==> src/rtl/io_map_pkg.sv <==
// Shared CPU-bus address map for the nibble-mapped input/output registers.
// Holds the default address constants and the nibble address helper.
package io_map_pkg;

    localparam logic [15:0] INREG_BASE_ADDR = 16'd10;
    localparam logic [15:0] INREG_STRIDE    = 16'd4;
    localparam logic [15:0] INREG_STAT_ADDR = 16'd6;
    localparam logic [15:0] INREG_ACK_ADDR  = 16'd7;
    localparam int          NIBBLES         = 16;

    function automatic logic [15:0] nibble_addr(input logic [15:0] base,
                                                input logic [15:0] stride,
                                                input logic [3:0]  idx);
        return base + stride * {12'b0, idx};
    endfunction

endpackage

==> src/rtl/inreg_fifo2.sv <==
// Two-entry 64-bit FIFO with head output; storage itself is never reset.
module inreg_fifo2 (
    input  logic        clk,
    input  logic        rst,
    input  logic        push,
    input  logic        pop,
    input  logic [63:0] din,
    output logic [63:0] head,
    output logic [1:0]  count
);

    logic [63:0] slot [2];
    logic        wr_ptr;
    logic        rd_ptr;

    always_ff @(posedge clk) begin
        if (push) begin
            slot[wr_ptr] <= din;
        end
    end

    always_ff @(posedge clk) begin
        if (rst) begin
            wr_ptr <= 1'b0;
            rd_ptr <= 1'b0;
            count  <= 2'd0;
        end else begin
            if (push) begin
                wr_ptr <= ~wr_ptr;
            end
            if (pop) begin
                rd_ptr <= ~rd_ptr;
            end
            case ({push, pop})
                2'b10:   count <= count + 2'd1;
                2'b01:   count <= count - 2'd1;
                default: count <= count;
            endcase
        end
    end

    assign head = slot[rd_ptr];

endmodule

==> src/rtl/inreg.sv <==
// Memory-mapped input register: buffers source words in a 2-deep FIFO and
// exposes the head word nibble by nibble, plus status and pop (ACK) reads.
module inreg
    import io_map_pkg::*;
#(
    parameter logic [15:0] BASE_ADDR = INREG_BASE_ADDR,
    parameter logic [15:0] STRIDE    = INREG_STRIDE,
    parameter logic [15:0] STAT_ADDR = INREG_STAT_ADDR,
    parameter logic [15:0] ACK_ADDR  = INREG_ACK_ADDR
) (
    input  logic        clk,
    input  logic        rst,
    input  logic        in_valid,
    output logic        in_ready,
    input  logic [63:0] in_data,
    input  logic        rd,
    input  logic [15:0] addr,
    output logic [3:0]  q,
    output logic        hit
);

    logic [63:0] head;
    logic [1:0]  count;
    logic        empty;
    logic        push;
    logic        pop;
    logic        pop_err;
    logic        is_stat;
    logic        is_ack;
    logic        nib_hit;
    logic [3:0]  nib_sel;
    logic [3:0]  nib_val;
    logic [3:0]  head_nib0;
    logic [3:0]  rdata;
    logic        decoded;
    logic        err;

    assign empty    = (count == 2'd0);
    assign in_ready = (count != 2'd2);
    assign push     = in_valid && in_ready;
    assign is_stat  = (addr == STAT_ADDR);
    assign is_ack   = (addr == ACK_ADDR);
    assign pop      = rd && is_ack && !empty;
    assign pop_err  = rd && is_ack && empty;

    always_comb begin
        nib_hit = 1'b0;
        nib_sel = 4'd0;
        for (int i = 0; i < NIBBLES; i++) begin
            if (addr == nibble_addr(BASE_ADDR, STRIDE, 4'(i))) begin
                nib_hit = 1'b1;
                nib_sel = 4'(i);
            end
        end
    end

    // An empty FIFO reads as zero; the slot contents are stale then.
    assign nib_val   = empty ? 4'h0 : head[{nib_sel, 2'b00} +: 4];
    assign head_nib0 = empty ? 4'h0 : head[3:0];
    assign decoded   = is_stat || is_ack || nib_hit;

    always_comb begin
        rdata = nib_val;
        if (is_stat) begin
            rdata = {err, 1'b0, count};
        end else if (is_ack) begin
            rdata = head_nib0;
        end
    end

    always_ff @(posedge clk) begin
        if (rst) begin
            q   <= 4'h0;
            hit <= 1'b0;
            err <= 1'b0;
        end else begin
            hit <= rd && decoded;
            if (rd && decoded) begin
                q <= rdata;
            end
            // A new underflow outranks the clear-on-read of status.
            if (pop_err) begin
                err <= 1'b1;
            end else if (rd && is_stat) begin
                err <= 1'b0;
            end
        end
    end

    inreg_fifo2 u_fifo (
        .clk   (clk),
        .rst   (rst),
        .push  (push),
        .pop   (pop),
        .din   (in_data),
        .head  (head),
        .count (count)
    );

endmodule

==> config.mk <==
export PLATFORM = sky130hd
export DESIGN_NAME = inreg
export DESIGN_NICKNAME = d
export VERILOG_FILES = /design/src/rtl/io_map_pkg.sv /design/src/rtl/inreg_fifo2.sv /design/src/rtl/inreg.sv
export SDC_FILE = /design/constraint.sdc
export NUM_CORES = 1
export LEC_CHECK = 0
export ABC_AREA = 1
export CORE_MARGIN = 8
export CORE_UTILIZATION = 55
export DETAILED_ROUTE_END_ITERATION = 7
export PLACE_DENSITY = 0.83
export SETUP_SLACK_MARGIN = 0.05
export SYNTH_ARGS = -nofsm -noshare
export SYNTH_HDL_FRONTEND = slang
export SYNTH_SLANG_ARGS = --single-unit
==> constraint.sdc <==
create_clock -name clk -period 5.5 [get_ports clk]
set_input_delay 0.825 -clock clk [delete_from_list [all_inputs] [get_ports clk]]
set_output_delay 0.825 -clock clk [all_outputs]
set_load 0.005 [all_outputs]
**Yosys cells after proc, flatten, opt, wreduce, memory -nomap -nowiden**

Memory sizes are Yosys's and may differ from the RTL's. A register that Yosys moved wholly into a read port is not among the register bits.
Index checks and enable logic that the tools add are counted.

- Register bits: 10
- Memories: 1
- Word-level logic and storage cells: 87
- Bits in writable memories: 128
- Output and inout bits: 6
- Bits of input ports: 84

- Bitwise operators: 2
- Muxes and demuxes: 42
- Reductions and logical operators: 12
- $add $sub $neg: 2
- Equal/unequal tests: 21
- Shifts and indexed selects: 1

Memory list:

| memory | depth | width | read ports | clocked after Yosys merged registers in | write ports | line | RTL |
|---|---|---|---|---|---|---|---|
| u_fifo.slot | 2 | 64 | 1 | 1 | 1 | inreg_fifo2.sv:12 | `logic [63:0] slot [2];` |

Operators by type and width:

| operator | count |
|---|---|
| 16-bit by 6-bit equality test with 1-bit output (second input constant) | 8 |
| 4-bit two-way mux | 18 |
| 16-bit by 5-bit equality test with 1-bit output (second input constant) | 4 |
| 64-bit by 7-bit indexed part select with 4-bit output | 1 |
| 16-bit by 3-bit equality test with 1-bit output (second input constant) | 2 |
| 16-bit by 4-bit equality test with 1-bit output (second input constant) | 2 |
| 16-bit by 7-bit equality test with 1-bit output (second input constant) | 2 |
| 1-bit two-way mux | 23 |
| 1-bit logical AND | 6 |
| 2-bit one-hot mux with 2 select lines | 1 |
| 2-bit nonzero test | 2 |
| 2-bit by 1-bit adder with 2-bit output (second input constant) | 1 |
| 2-bit by 1-bit equality test with 1-bit output (second input constant) | 1 |
| 2-bit equality test (second input constant) | 1 |
| 2-bit zero test | 1 |
| 1-bit logical OR | 2 |
| 2-bit != test (second input constant) | 1 |
| 1-bit NOT | 2 |
| 2-bit by 1-bit subtractor with 2-bit output (second input constant) | 1 |
| 1-bit zero test | 1 |

**Logic depth before layout (Yosys ltp)**

- Depth in word-level cells: 20
- Depth in mapped cells: 17
- Depth with buffers taken out: 16

**By module**

A second synthesis with hierarchy kept.

- Cell total of the unflattened synthesis: 518
- Area total of the unflattened synthesis: 6488.7 um^2

Modules (own cells, without submodules):

| module | area each (um^2) | seq. area each (um^2) | cells each | instances |
|---|---|---|---|---|
| inreg_fifo2 | 5134.9 | 3943.8 | 229 | 1 |
| inreg | 1353.8 | 120.1 | 289 | 1 |

**Worst setup path after synthesis**

No wires, ideal clock.

- Path kind: input to register
- Start: in in_valid
- End: mem u_fifo.slot[1][0], enable pin
- Slack: 1.396 ns
- Arrival time: 3.616 ns
- Library setup time: 0.488 ns
- Data required time: 5.012 ns
- Stages: 2
- Buffers on the path: 0
- Cells stage by stage: nand2_1 nor2_1

- Cells in the longest elaborated chain, start to end: 3

Ends and longest elaborated chain:

| item | line | RTL |
|---|---|---|
| start: declaration | inreg.sv:13 | `input logic in_valid,` |
| 1-bit logical AND | inreg.sv:40 | `assign push = in_valid && in_ready;` |
| 1-bit two-way mux | inreg_fifo2.sv:17 | `if (push) begin` |
| 1-bit two-way mux (not written as such) | inreg_fifo2.sv:18 | `slot[wr_ptr] <= din;` |
| end: declaration | inreg_fifo2.sv:12 |  |

Every way passes these cells.

**Worst setup path after layout**

- Start: in addr[13]
- End: reg q[3]

- Cells in the longest elaborated chain, start to end: 20
- Elaborated cells on any way between the ends: 56
- Classes of those cells: eq/ne (18); shift (1); mux (34); reduce/logical (3)

Ends and longest elaborated chain:

| item | line | RTL |
|---|---|---|
| start: declaration | inreg.sv:17 | `input logic [15:0] addr,` |
| 16-bit by 4-bit equality test with 1-bit output | inreg.sv:50 | `if (addr == nibble_addr(BASE_ADDR, STRIDE, 4'(i))) begin` |
| 1-bit two-way mux | inreg.sv:50 |  |
| 4-bit two-way mux (14 in series) | inreg.sv:50 |  |
| 64-bit by 7-bit indexed part select with 4-bit output | inreg.sv:58 | `assign nib_val = empty ? 4'h0 : head[{nib_sel, 2'b00} +: 4];` |
| 4-bit two-way mux | inreg.sv:58 |  |
| 4-bit two-way mux | inreg.sv:66 | `end else if (is_ack) begin` |
| 4-bit two-way mux | inreg.sv:64 | `if (is_stat) begin` |
| end signal: assignment | inreg.sv:79 | `q <= rdata;` |
| end: declaration | inreg.sv:18 | `output logic [3:0] q,` |

Several ways; a longest one is shown, not always the timed one.
A chain may end at the register's enable or synchronous reset.

==> flow_summary_export.csv <==
group,metric,value,unit
pwr,vdd_drop_max,0.232,mV
critical_path,reg2reg_depth,5,
final_layout,finalNetCount,814,
clocking,clkSinkCount,139,
global_routing,grt_max_degree,65,
clocking,cts_buffer_depth,2,
pwr,powerDensity,320,mW/mm^2
sta,slew_viol_final,0,
placement,port_buffers,89,
placement,place_congestion,0.895,
clocking,path_clk_slew,0.05,ns
sta,finalSetupViolations,0,
synth,synth-compound-area-share,0.0290,
synth,syn_area_per_cell,9.84,sq um
floorplan,coreArea,0.0113,sq mm
placement,placed_area,0.00730,sq mm
synth,yosysSeqAreaShare,0.644,
final_layout,diodes,0,
floorplan,initial_core_util,0.557,
worst_hold_path,worstHoldStart,"u_fifo.rd_ptr$_SDFFE_PP0P_",
synth,synth_top_family_by_area,"simple AND/OR/NAND/NOR gates",
sta,min_period,3.20,ns
global_routing,grt_use_met2,0.350,
synth,synth_cell_types,32,
routing,first_pass_iters,8,
clocking,postCtsHoldBufs,0,
global_routing,grt.busiest_layer,"met2",
floorplan,io_pins,90,
critical_path,crit_required,5.84,ns
final_layout,layout_commonest_cell,"nor2_1",
pwr,leakage,3.03,nW
synth,syn_inst,641,
sta,fmax,0.312,GHz
synth,synth_fa_ha_area_frac,0.00198,
global_routing,grtUsageMet1,0.248,
clocking,clk_latency,0.42,ns
global_routing,grt_pass1_wl,24.3,mm
synth,synth_top_cell_by_area,"edfxtp_1",
final_layout,final_util,0.695,
sta,fin_crit_sh,0.582,
global_routing,grt_use_met3,0.0548,
critical_path,rrSetupSlack,3.13,ns
clocking,htreeDepth,4,
routing,wirelength,15.5,mm
final_layout,area_growth,24.7,%
final_layout,final_layout_size_suffix_gt1_frac,0.0836,
critical_path,criticalPathCategory,"input port to register",
synth,synth-xor-area-share,0,
routing,ant_nets,0,
synth,synth_top_area_frac,0.609,
critical_path,reg2reg_to,"u_fifo.slot[0][3]$_DFFE_PP_",
critical_path,timing.rr.start,"u_fifo.count[0]$_SDFFE_PP0P_",
final_layout,fin_cells,885,
synth,synthesis.nets,726,
critical_path,arrival,3.55,ns
routing,vias,4954,
sta,relSlewSlack,0.222,
worst_hold_path,hold_path.class,"register to register",
final_layout,fin_area,0.00787,sq mm
clocking,clock-root-buffer,"clkbuf_16",
routing,wire_per_inst,17.5,um
critical_path,worst-path-max-fanout,33,
sta,tightest_slew,1.17,ns
synth,ys_warn_count,0,
floorplan,dieArea,0.0151,sq mm
floorplan,rows,39,
final_layout,final_cell_mix,"nor2_1, edfxtp_1, nand2_1",
placement,dp_hpwl,10.5,mm
clocking,cts_resized,0,
clocking,post-cts-setup-buffers,0,
worst_hold_path,holdPathStages,1,
sta,hold_viol_final,0,
pwr,power,0.00252,W
critical_path,cp-end-kind,"register",
sta,setup_tns,0,ns
placement,dp_cells,853,
global_routing,globalRouteOverflowTotal,0,
clocking,cts_made_buffers,17,
global_routing,gr-usage-all-layers,0.208,
synth,synthMuxAreaShare,0,
floorplan,die_width,123,um
synth,ys_top_cells_by_area,"edfxtp_1, nor2_1, nand3_1",
status,status,"finished clean",
synth,synthSimpleGateAreaFrac,0.286,
critical_path,start_kind,"input port",
sta,rsz0062_at_grt,"false",
floorplan,die_h,123,um
routing,viasPerCell,5.60,
job,max_cap_viol_count,0,
clocking,tritoncts,"yes",
routing,first_iter_violations,526,
global_routing,antenna_found_initial,0,
routing,route.detailed.drc,0,
global_routing,grt_pass1_vias,4994,
synth,ys_ff_latch,139,
synth,netlist_area,0.00631,sq mm
sta,fin_worst_skew,0.0103,ns
how the worst max path moves through the flow:
stage / startpoint / endpoint / slack [ns] / depth (start not counted)
after global routing: addr[15] / q[3]$_SDFFE_PP0P_ / 2.05 / 16
final: addr[13] / q[3]$_SDFFE_PP0P_ / 2.30 / 16
after floorplan: in_valid / u_fifo.slot[1][0]$_DFFE_PP_ / 1.40 / 2
after global placement: addr[15] / q[1]$_SDFFE_PP0P_ / 2.11 / 16
after CTS: addr[15] / q[3]$_SDFFE_PP0P_ / 2.35 / 16
after detailed placement: addr[15] / q[3]$_SDFFE_PP0P_ / 1.95 / 16
cell usage after synthesis:
library cell    n
nand2_2         7
ha_1            1
nand2_1        98
edfxtp_1      128
o2111ai_1       1
and3_1          1
nor2_1        182
dfxtp_1        11
inv_2           7
buf_6           3
nor3_1         11
buf_4           3
o21ai_0        10
a21oi_1        10
inv_1          23
nor4_1          2
nand3_1        96
buf_1           4
a21oi_2         2
nor2_4          2
nand3b_1        1
a31oi_1         4
nor2_8          1
nand3_2         2
buf_2           3
nor2_2          5
nand2_4         2
o211ai_1        2
nand4_1         5
clkbuf_1       12
a211oi_1        1
a32oi_1         1
critical path, stage by stage:
cell	delay, ns
clkdlybuf4s50_1	0.40
nor2_1	0.10
nand2_1	0.13
nor2_8	0.28
nand3_1	0.16
nand2_2	0.13
nand2_2	0.36
nand2_4	0.44
nand2_1	0.12
nand3_1	0.10
nand3_1	0.09
nand2_1	0.08
nand2_1	0.05
nand3_1	0.09
nand2_1	0.07
a21oi_2	0.11
metal layers:
| layer | up-vias | routed length [um] |
|---|---|---|
| met1 | 2298 | 6340 |
| met5 | - | 0 |
| met4 | 0 | 392 |
| li1 | 2364 | - |
| met3 | 39 | 1260 |
| met2 | 253 | 7490 |
stage by stage:
stage	hold slack, ns	worst slack, ns
final	0.451	2.30
after global routing	0.466	2.05
after CTS	0.452	2.35
after detailed placement	0.445	1.95
after global placement	0.441	2.11
after floorplan	0.434	1.40
kinds of logic after synthesis:
logic type | after synthesis
flops | 139
compound gates | 31
simple gates | 415
fa+ha+maj | 1
buf+inv | 55
state kept, by name, indices dropped and copies added (netlist names), named ones only:
signal / flops
u_fifo.slot: 128
u_fifo.count: 2
u_fifo.wr_ptr: 1
hit: 1
q: 4
err: 1
u_fifo.rd_ptr: 1
final cells by class:
type                       instances  area, sq um
clock buffer                      24          472
inverter                          30          113
clock inverter                     8         95.1
timing repair buffer              94          928
tap                              143          179
sequential                       139         4070
multi-input combinational        447         2010
fill                             815         3450
where the power goes:
group | switching (W) | internal (W)
logic | 0.000105 | 0.0000844
clock network | 0.000396 | 0.000687
registers | 0.0000177 | 0.00123
total | 0.000519 | 0.00200
No activity file was read; power rests on OpenSTA's default activity.
